File: src/rtl/bout_referee_pkg.sv
// Shared types for the bout referee: FSM state encoding, touch decision
// codes, winner codes and a saturating score increment.
package bout_referee_pkg;

  typedef enum logic [2:0] {
    ST_IDLE    = 3'd0,
    ST_READY   = 3'd1,
    ST_FENCE   = 3'd2,
    ST_LOCKOUT = 3'd3,
    ST_HALT    = 3'd4,
    ST_OVER    = 3'd5
  } ref_state_t;

  localparam logic [1:0] WHO_NONE   = 2'b00;
  localparam logic [1:0] WHO_PLAYER = 2'b01;
  localparam logic [1:0] WHO_OPP    = 2'b10;
  localparam logic [1:0] WHO_DOUBLE = 2'b11;

  localparam logic [1:0] WINNER_NONE   = 2'b00;
  localparam logic [1:0] WINNER_PLAYER = 2'b01;
  localparam logic [1:0] WINNER_OPP    = 2'b10;

  // Score +1 that sticks at the winning score so the 4-bit counter never wraps
  function automatic logic [3:0] sat_inc(input logic [3:0] value, input logic [3:0] limit);
    return (value >= limit) ? limit : value + 4'd1;
  endfunction

endpackage

File: src/rtl/bout_referee_sec_tick_gen.sv
// One-second prescaler. The cycle in which restart is high counts as the
// first cycle of a new second, so tick fires CYCLES_PER_SEC-1 cycles later.
module sec_tick_gen #(
  parameter int CYCLES_PER_SEC = 74_250_000
) (
  input  logic clk_pixel_in,
  input  logic rst_n_in,
  input  logic restart,
  output logic tick
);

  localparam int CNT_W = (CYCLES_PER_SEC > 1) ? $clog2(CYCLES_PER_SEC) : 1;
  localparam logic [CNT_W-1:0] LAST_CNT = CNT_W'(CYCLES_PER_SEC - 1);
  localparam logic [CNT_W-1:0] AFTER_RESTART = (CYCLES_PER_SEC > 1) ? CNT_W'(1) : '0;

  logic [CNT_W-1:0] cnt;

  // Free-running modulo counter, realigned whenever a timed phase begins
  always_ff @(posedge clk_pixel_in or negedge rst_n_in) begin
    if (!rst_n_in) begin
      cnt <= '0;
    end else if (restart) begin
      cnt <= AFTER_RESTART;
    end else if (cnt == LAST_CNT) begin
      cnt <= '0;
    end else begin
      cnt <= cnt + 1'b1;
    end
  end

  assign tick = (cnt == LAST_CNT) && !restart;

endmodule

File: src/rtl/bout_referee.sv
// Match-level sequencer: gates fencing, resolves single/double touches,
// keeps score and runs the countdown, halt and match-over phases.
module bout_referee
  import bout_referee_pkg::*;
#(
  parameter int CYCLES_PER_SEC = 74_250_000,
  parameter int LOCKOUT_CYCLES = 2_970_000,
  parameter int READY_SECS     = 3,
  parameter int HALT_SECS      = 2,
  parameter int WIN_SCORE      = 5
) (
  input  logic       clk_pixel_in,
  input  logic       rst_n_in,
  input  logic       start_in,
  input  logic       player_touch_in,
  input  logic       opponent_touch_in,
  output logic       fight_enable_out,
  output logic       reset_positions_out,
  output logic [3:0] player_score_out,
  output logic [3:0] opponent_score_out,
  output logic [3:0] countdown_out,
  output logic       touch_event_out,
  output logic [1:0] touch_who_out,
  output logic [1:0] winner_out,
  output logic [2:0] state_out
);

  localparam int LOCK_W = (LOCKOUT_CYCLES > 1) ? $clog2(LOCKOUT_CYCLES) : 1;
  localparam logic [LOCK_W-1:0] LOCK_LOAD = LOCK_W'(LOCKOUT_CYCLES - 1);
  localparam logic [3:0] WIN     = 4'(WIN_SCORE);
  localparam logic [3:0] WIN_M1  = 4'(WIN_SCORE - 1);
  localparam logic [3:0] READY_N = 4'(READY_SECS);
  localparam logic [3:0] HALT_N  = 4'(HALT_SECS);

  ref_state_t        state;
  logic [LOCK_W-1:0] lock_cnt;
  logic              first_is_player;
  logic              restart_q;
  logic              sec_tick;
  logic              second_touch;
  logic              do_double;
  logic              do_single;
  logic              annul_double;

  sec_tick_gen #(
    .CYCLES_PER_SEC(CYCLES_PER_SEC)
  ) u_sec_tick_gen (
    .clk_pixel_in(clk_pixel_in),
    .rst_n_in    (rst_n_in),
    .restart     (restart_q),
    .tick        (sec_tick)
  );

  // Decide this cycle whether a point is resolved and whether it is a double
  always_comb begin
    second_touch = first_is_player ? opponent_touch_in : player_touch_in;
    do_double    = ((state == ST_FENCE) && player_touch_in && opponent_touch_in) ||
                   ((state == ST_LOCKOUT) && second_touch);
    do_single    = (state == ST_LOCKOUT) && !second_touch && (lock_cnt == '0);
    annul_double = (player_score_out >= WIN_M1) && (opponent_score_out >= WIN_M1);
  end

  // Referee FSM with registered outputs, lockout timer and score keeping
  always_ff @(posedge clk_pixel_in or negedge rst_n_in) begin
    if (!rst_n_in) begin
      state               <= ST_IDLE;
      lock_cnt            <= '0;
      first_is_player     <= 1'b0;
      restart_q           <= 1'b0;
      fight_enable_out    <= 1'b0;
      reset_positions_out <= 1'b0;
      player_score_out    <= 4'd0;
      opponent_score_out  <= 4'd0;
      countdown_out       <= 4'd0;
      touch_event_out     <= 1'b0;
      touch_who_out       <= WHO_NONE;
      winner_out          <= WINNER_NONE;
    end else begin
      reset_positions_out <= 1'b0;
      touch_event_out     <= 1'b0;
      restart_q           <= 1'b0;
      case (state)
        ST_IDLE: begin
          if (start_in) begin
            state               <= ST_READY;
            countdown_out       <= READY_N;
            restart_q           <= 1'b1;
            reset_positions_out <= 1'b1;
          end
        end
        ST_READY: begin
          if (sec_tick) begin
            if (countdown_out == 4'd1) begin
              state            <= ST_FENCE;
              countdown_out    <= 4'd0;
              fight_enable_out <= 1'b1;
            end else begin
              countdown_out <= countdown_out - 4'd1;
            end
          end
        end
        ST_FENCE, ST_LOCKOUT: begin
          if (do_double || do_single) begin
            state            <= ST_HALT;
            fight_enable_out <= 1'b0;
            countdown_out    <= HALT_N;
            restart_q        <= 1'b1;
            touch_event_out  <= 1'b1;
            if (do_double) begin
              if (annul_double) begin
                touch_who_out <= WHO_NONE;
              end else begin
                player_score_out   <= sat_inc(player_score_out, WIN);
                opponent_score_out <= sat_inc(opponent_score_out, WIN);
                touch_who_out      <= WHO_DOUBLE;
              end
            end else if (first_is_player) begin
              player_score_out <= sat_inc(player_score_out, WIN);
              touch_who_out    <= WHO_PLAYER;
            end else begin
              opponent_score_out <= sat_inc(opponent_score_out, WIN);
              touch_who_out      <= WHO_OPP;
            end
          end else if (state == ST_FENCE) begin
            if (player_touch_in || opponent_touch_in) begin
              state           <= ST_LOCKOUT;
              first_is_player <= player_touch_in;
              lock_cnt        <= LOCK_LOAD;
            end
          end else begin
            lock_cnt <= lock_cnt - 1'b1;
          end
        end
        ST_HALT: begin
          if (sec_tick) begin
            if (countdown_out == 4'd1) begin
              if ((player_score_out >= WIN) || (opponent_score_out >= WIN)) begin
                state         <= ST_OVER;
                countdown_out <= 4'd0;
                winner_out    <= (player_score_out >= WIN) ? WINNER_PLAYER : WINNER_OPP;
              end else begin
                state               <= ST_READY;
                countdown_out       <= READY_N;
                restart_q           <= 1'b1;
                reset_positions_out <= 1'b1;
              end
            end else begin
              countdown_out <= countdown_out - 4'd1;
            end
          end
        end
        ST_OVER: begin
          if (start_in) begin
            state               <= ST_READY;
            player_score_out    <= 4'd0;
            opponent_score_out  <= 4'd0;
            winner_out          <= WINNER_NONE;
            touch_who_out       <= WHO_NONE;
            countdown_out       <= READY_N;
            restart_q           <= 1'b1;
            reset_positions_out <= 1'b1;
          end
        end
        default: begin
          state <= ST_IDLE;
        end
      endcase
    end
  end

  assign state_out = state;

endmodule
File: config.mk
export PLATFORM = sky130hd
export DESIGN_NAME = bout_referee
export DESIGN_NICKNAME = d
export VERILOG_FILES = /design/src/rtl/bout_referee_pkg.sv /design/src/rtl/bout_referee_sec_tick_gen.sv /design/src/rtl/bout_referee.sv
export SDC_FILE = /design/constraint.sdc
export NUM_CORES = 1
export LEC_CHECK = 0
export CORE_ASPECT_RATIO = 2
export CORE_MARGIN = 1.5
export CORE_UTILIZATION = 50
export DETAILED_ROUTE_END_ITERATION = 12
export PLACE_DENSITY = 0.69
export SLEW_MARGIN = 5
export SYNTH_ARGS = -nofsm -noshare
export SYNTH_HDL_FRONTEND = slang
export SYNTH_HIERARCHICAL = 1
export SYNTH_SLANG_ARGS = --single-unit
File: constraint.sdc
create_clock -name clk_pixel_in -period 3.59 [get_ports clk_pixel_in]
set_input_delay 0.718 -clock clk_pixel_in [delete_from_list [all_inputs] [get_ports clk_pixel_in]]
set_output_delay 0.718 -clock clk_pixel_in [all_outputs]
set_load 0.03 [all_outputs]
Word-level counts from Yosys, hierarchy flattened
Index checks and enable logic that the tools add are counted.
- register bits: 73
- latch bits: 0
- memory bits (writable): 0
- memory bits (read-only): 0
- bits of input ports: 5
- output and inout bits: 22
- logic and storage cells: 133
- memories kept: 0
- add/subtract/negate cells: 5
- multiply operators: 0
- divide/modulo/power cells: 0
- magnitude comparators: 4
- equal/unequal tests: 21
- shift-type cells: 0
- multiplexer cells: 59
- bitwise gates (word level): 1
- reduce and logical (&&, ||, !) cells: 30
- operators with widths (cell ; count):
    two-way mux 4 bit ; 17
    two-way mux 27 bit ; 2
    two-way mux 22 bit ; 2
    adder 27 x 1 -> 27 bit, second input constant ; 1
    == test 27 bit, second input constant ; 1
    two-way mux 3 bit ; 9
    zero test 22 bit ; 1
    subtractor 22 x 1 -> 22 bit, second input constant ; 1
    two-way mux 2 bit ; 10
    AND reduction 5 bit ; 4
    >= comparator 4 x 3 -> 1 bit, second input constant ; 4
    one-hot mux 4 bit (2 select lines) ; 2
    one-hot mux 4 bit (4 select lines) ; 1
    != test 3 bit, second input constant ; 5
    != test 2 bit, second input constant ; 7
    one-hot mux 3 bit (4 select lines) ; 1
    two-way mux 1 bit ; 10
    adder 4 x 1 -> 4 bit, second input constant ; 2
    one-hot mux 2 bit (2 select lines) ; 2
    AND reduction 4 bit ; 2
    logical AND 1 bit ; 7
    AND reduction 7 bit ; 1
    == test 3 x 2 -> 1 bit, second input constant ; 2
    == test 3 bit, second input constant ; 2
    14 further kinds ; 24

Depth between registers and ports, before layout
- depth in word-level cells: 7
- depth in mapped cells: 11

Cells and area by module
The synthesis kept the hierarchy.
- by module, submodules not included (module ; times used ; cells each ; area each (µm²) ; seq. area each (µm²)):
    bout_referee ; 1 ; 323 ; 2919.0 ; 1151.1
    sec_tick_gen ; 1 ; 150 ; 1451.4 ; 675.6

Least setup slack after synthesis
Ideal clock, no wire load.
- kind: input-to-reg
- start point: input player_touch_in
- end point: register countdown_out[3]
- library setup time: 124 ps
- arrival: 2651 ps
- required time: 3466 ps
- path slack: 816 ps
- cell stages on the path: 8
- path buffers: 3
- cell sequence: clkbuf_1 > mux2_2 > or4_1 > nor3_2 > buf_2 > buf_2 > o211ai_1 > o2bb2ai_1
- longest elaborated chain between the ends: 7
- elaborated cells on any way between the ends: 11
- classes of those cells: eq/ne (1); mux (1); reduce/logical (9)
- RTL lines (item ; line ; text):
    from (decl) ; bout_referee.sv:15 ; input logic player_touch_in,
    two-way mux 1 bit ; bout_referee.sv:56 ; second_touch = first_is_player ? opponent_touch_in : player_touch_in;
    zero test 1 bit ; bout_referee.sv:59 ; do_single = (state == ST_LOCKOUT) && !second_touch && (lock_cnt == '0);
    logical AND 1 bit (2 in series) ; bout_referee.sv:59 ;
    logical OR 1 bit * ; bout_referee.sv:103 ; if (do_double || do_single) begin
    != test 2 bit (no line) * ; n/a ;
    AND reduction 5 bit (no line) * ; n/a ;
    to (signal assigned) ; bout_referee.sv:98 ; countdown_out <= countdown_out - 4'd1;
    to (signal assigned) ; bout_referee.sv:148 ; countdown_out <= countdown_out - 4'd1;
    to (decl) ; bout_referee.sv:21 ; output logic [3:0] countdown_out,
Every way passes the cells marked *; elsewhere a longest branch is shown, timed or not.
A chain may end at the register's enable or synchronous reset.

Final worst setup path
- start point: register u_sec_tick_gen.cnt[0]
- end point: register winner_out[0]
- longest elaborated chain between the ends: 4
- RTL lines (item ; line ; text):
    from (decl) ; bout_referee_sec_tick_gen.sv:16 ; logic [CNT_W-1:0] cnt;
    from (signal assigned) ; bout_referee_sec_tick_gen.sv:27 ; cnt <= cnt + 1'b1;
    == test 27 bit ; bout_referee_sec_tick_gen.sv:31 ; assign tick = (cnt == LAST_CNT) && !restart;
    logical AND 1 bit ; bout_referee_sec_tick_gen.sv:31 ;
    via sec_tick ; bout_referee.sv:39 ; logic sec_tick;
    != test 2 bit (no line) ; n/a ;
    AND reduction 5 bit (no line) ; n/a ;
    to (signal assigned) ; bout_referee.sv:140 ; winner_out <= (player_score_out >= WIN) ? WINNER_PLAYER : WINNER_OPP;
    to (decl) ; bout_referee.sv:24 ; output logic [1:0] winner_out,
The timed path passes the listed nets, and every way through them passes these cells.

==> flow_metrics.py <==
metrics = {
    "placement": {
        "dp_cells": 583,
        "hpwl_mm": 7.88,
        "routabilityCongestion": 0.864,
        "portBuffers": 26,
        "place_area_um2": 4700,
    },
    "setup_path": {
        "critPathCaptureType": "register",
        "reg2regPathDepth": 10,
        "critical_path_class": "reg -> reg",
        "worst-path-max-fanout": 8,
        "path_cells": "ha_1, and3_1, nand4_2, nor4_1, and2_1, nand4bb_1, or2_2, o21a_1, o21ai_0, o31ai_1",
        "path_depth": 10,
        "critPathBufInv": 0,
        "worstPathArrival_ns": 3.40,
        "worstSetupStartpoint": "u_sec_tick_gen/cnt[0]",
        "reg2reg_from": "u_sec_tick_gen/cnt[0]",
        "crit_slowest_cell": "nor4_1",
        "required_ns": 3.78,
        "cp-start-kind": "register",
        "worstSetupEndpoint": "winner_out[0]",
        "critPathTopFamily": "simple AND/OR/NAND/NOR gates",
        "r2r_slack_ns": 0.38,
        "cpPeakStageDelay_ns": 0.45,
        "crit-reg2reg-capture": "winner_out[0]",
    },
    "yosys": {
        "synth_top_area_share_pct": 41.8,
        "yosys_warnings": 6,
        "synth_common_cells": "dfrtp_1 (73), nand2_1 (33), a21oi_1 (32)",
        "synthFlopType": "dfrtp_1",
        "netlist_instances": 473,
        "syn_nets": 489,
        "ys_ff_latch": 73,
        "async_flop_share_pct": 100,
        "synth_area_leader_cell": "dfrtp_1",
        "synth.most_common_cell": "dfrtp_1",
        "ys_top_cells_by_area": "dfrtp_1 (42%), a21oi_1 (3.7%), ha_1 (3.1%), or3_1 (3.1%), or4_1 (2.9%)",
        "synth_area_um2": 4370,
        "yosysSeqAreaShare_pct": 41.8,
        "synth_edf_count": 0,
        "synth_area_per_cell_um2": 9.24,
        "yosysUniqueCellTypes": 66,
    },
    "clocking": {
        "clkTransAtPathRegs_ns": 0.06,
        "cts_hold_buf": 0,
        "worstSkewPairLatency_ns": 0.34,
        "h-tree-depth": 3,
        "post_cts_buffers": 0,
        "cts-resized-gates": 0,
        "cts_buffer_depth": 2,
        "cts_tree": "yes",
        "cts.sink_count": 73,
        "cts_inserted_buffers": 9,
        "root_buffer": "clkbuf_16",
    },
    "power": {
        "p_switching_w": 0.000597,
        "power_frac_comb_pct": 13.8,
        "swShare_pct": 27.5,
        "ir_worst_vdd_mv": 0.229,
        "powerDensity_nw_per_um2": 433,
        "p_leak_nw": 2.12,
        "p_int_w": 0.00157,
        "seqPwrFrac_pct": 44.8,
        "p_clk_share_pct": 41.4,
        "total_power_w": 0.00217,
    },
    "cells_and_area": {
        "n_antenna_cell": 0,
        "fin_area_um2": 5000,
        "area_growth_pct": 14.5,
        "fin_cells": 599,
        "drive_above_1_share_pct": 10.0,
        "fillers": 755,
        "fin_nets": 510,
    },
    "timing": {
        "tightest_slew_ns": 0.990,
        "period_needed_ns": 3.21,
        "max_freq_ghz": 0.312,
        "timing.final.crit_share_pct": 89.3,
        "slew_violations": 0,
        "slew_headroom_pct": 33.8,
        "finalClockSkew_ns": 0.00574,
        "hold_viol": 0,
        "tns_ns": 0,
        "setup_viol": 0,
        "rsz0062_at_grt": "no",
    },
    "die": {
        "start_util_pct": 51.2,
        "die_width_um": 69.1,
        "die_y_um": 135,
        "num_io_pins": 27,
        "fp.dieArea_um2": 9350,
        "rows": 48,
        "core_um2": 8530,
    },
    "routing": {
        "wl_per_cell_um": 18.0,
        "vias": 3761,
        "drc_errors": 0,
        "drt.antenna.violating_nets": 0,
        "via_per_inst": 6.28,
        "drtIter0Drc": 202,
        "finalWirelength_mm": 10.8,
        "dr.pass1.iters": 4,
    },
    "global_routing": {
        "grt_overflow_total": 0,
        "grt_max_degree": 74,
        "antenna_found_initial": 0,
        "grt_pass1_wl_mm": 17.8,
        "first_global_vias": 3739,
        "grt_usage_pct": 24.0,
    },
    "job": {
        "drv_cap": 0,
    },
    "min_path": {
        "hp-class": "reg -> reg",
    },
    "outcome": {
        "status": "complete, no violations",
    },
}
[worst min path at each step]
stage / start / end / slack (ns) / cells after the start
finish: winner_out[1] / winner_out[1] / 0.48 / 1
global route: winner_out[1] / winner_out[1] / 0.50 / 1
CTS: winner_out[1] / winner_out[1] / 0.49 / 1
detailed placement: winner_out[1] / winner_out[1] / 0.47 / 1
global placement: winner_out[1] / winner_out[1] / 0.47 / 1
floorplan: rst_n_in / countdown_out[0] / 0.42 / 0
[cell families (layout without fill, tap and decap cells)]
kind of cell | count (synthesis) | after routing | share of synthesized area [%]
AO/OA/AOI/OAI | 119 | 119 | 17.9
XOR/XNOR | 15 | 15 | 3.01
adder cells (fa/ha/maj) | 11 | 11 | 3.15
buffers and inverters | 39 | 65 | 4.07
flip-flops | 73 | 73 | 41.8
multiplexers | 10 | 10 | 2.49
AND/OR/NAND/NOR | 206 | 206 | 27.6
[cell usage in the layout (no fill, tap or decap), drive strengths merged, types with 3 or more instances in the layout]
master and count:
a31oi 12, and4 6, xnor2 5, and2 5, o21ai 24, o211ai 3
nor3 9, nand4 11, o21a 3, or2 6, nand2 33, a21oi 32
nor3b 3, clkdlybuf4s50 25, nor2 30, clkbuf 11, or4 19, mux2 7
mux2i 3, or3 22, dfrtp 73, nand3 23, o41ai 4, o2bb2ai 3
nor4 8, xor2 10, nand2b 13, and3 6, o31ai 15, inv 15
nor2b 3, a211oi 3, buf 9, ha 11
[worst register-to-register path, stage by stage, from the launching register on]
cell and delay (ns):
dfrtp_1 0.38, ha_1 0.22, and3_1 0.39, nand4_2 0.19, nor4_1 0.45, and2_1 0.33
nand4bb_1 0.28, or2_2 0.39, o21a_1 0.19, o21ai_0 0.15, o31ai_1 0.09
[state kept, by name (all words and copies together), names as in the netlist]
name / count
restart_q: 1
touch_event_out: 1
winner_out: 2
touch_who_out: 2
first_is_player: 1
countdown_out: 4
lock_cnt: 22
state_out: 3
opponent_score_out: 4
reset_positions_out: 1
u_sec_tick_gen/cnt: 27
fight_enable_out: 1
player_score_out: 4
[area by class of cell]
class,count,area [um2],share of cell area (%)
repair buffers,34,330,6.60
clock inverters,5,55.1,1.10
clock buffers,11,243,4.85
flip-flops and latches,73,1830,36.5
inverters,15,56.3,1.13
well taps,100,125,2.50
multi-input cells,361,2370,47.3
[power groups by stage]
stage	clock (W)	combinational (W)	sequential, W
CTS	0.000917	0.000305	0.000972
floorplan	0	0.000190	0.000992
finish	0.000898	0.000298	0.000972
global route	0.000953	0.000332	0.000983
detailed placement	0	0.000302	0.000985
global placement	0	0.000296	0.000980
[layer usage]
layer | part of all wire [%] | track usage [%]
met1 | 37 | 23.8
met2 | 56 | 45.8
met3 | 3.1 | 4.91
met4 | 3.7 | 12.7
met5 | 0 | 0
[metrics by stage]
| step | hold slack (ns) | setup slack (ns) | util [%] |
|---|---|---|---|
| 6_report | 0.483 | 0.382 | 58.7 |
| 5_1_grt | 0.502 | 0.220 | 58.7 |
| 4_1_cts | 0.492 | 0.372 | 58.7 |
| 3_5_place_dp | 0.473 | 0.362 | 55.2 |
| 3_3_place_gp | 0.467 | 0.427 | 55.2 |
| 2_1_floorplan | 0.422 | 0.816 | - |
No activity file was read; power rests on OpenSTA's default activity.
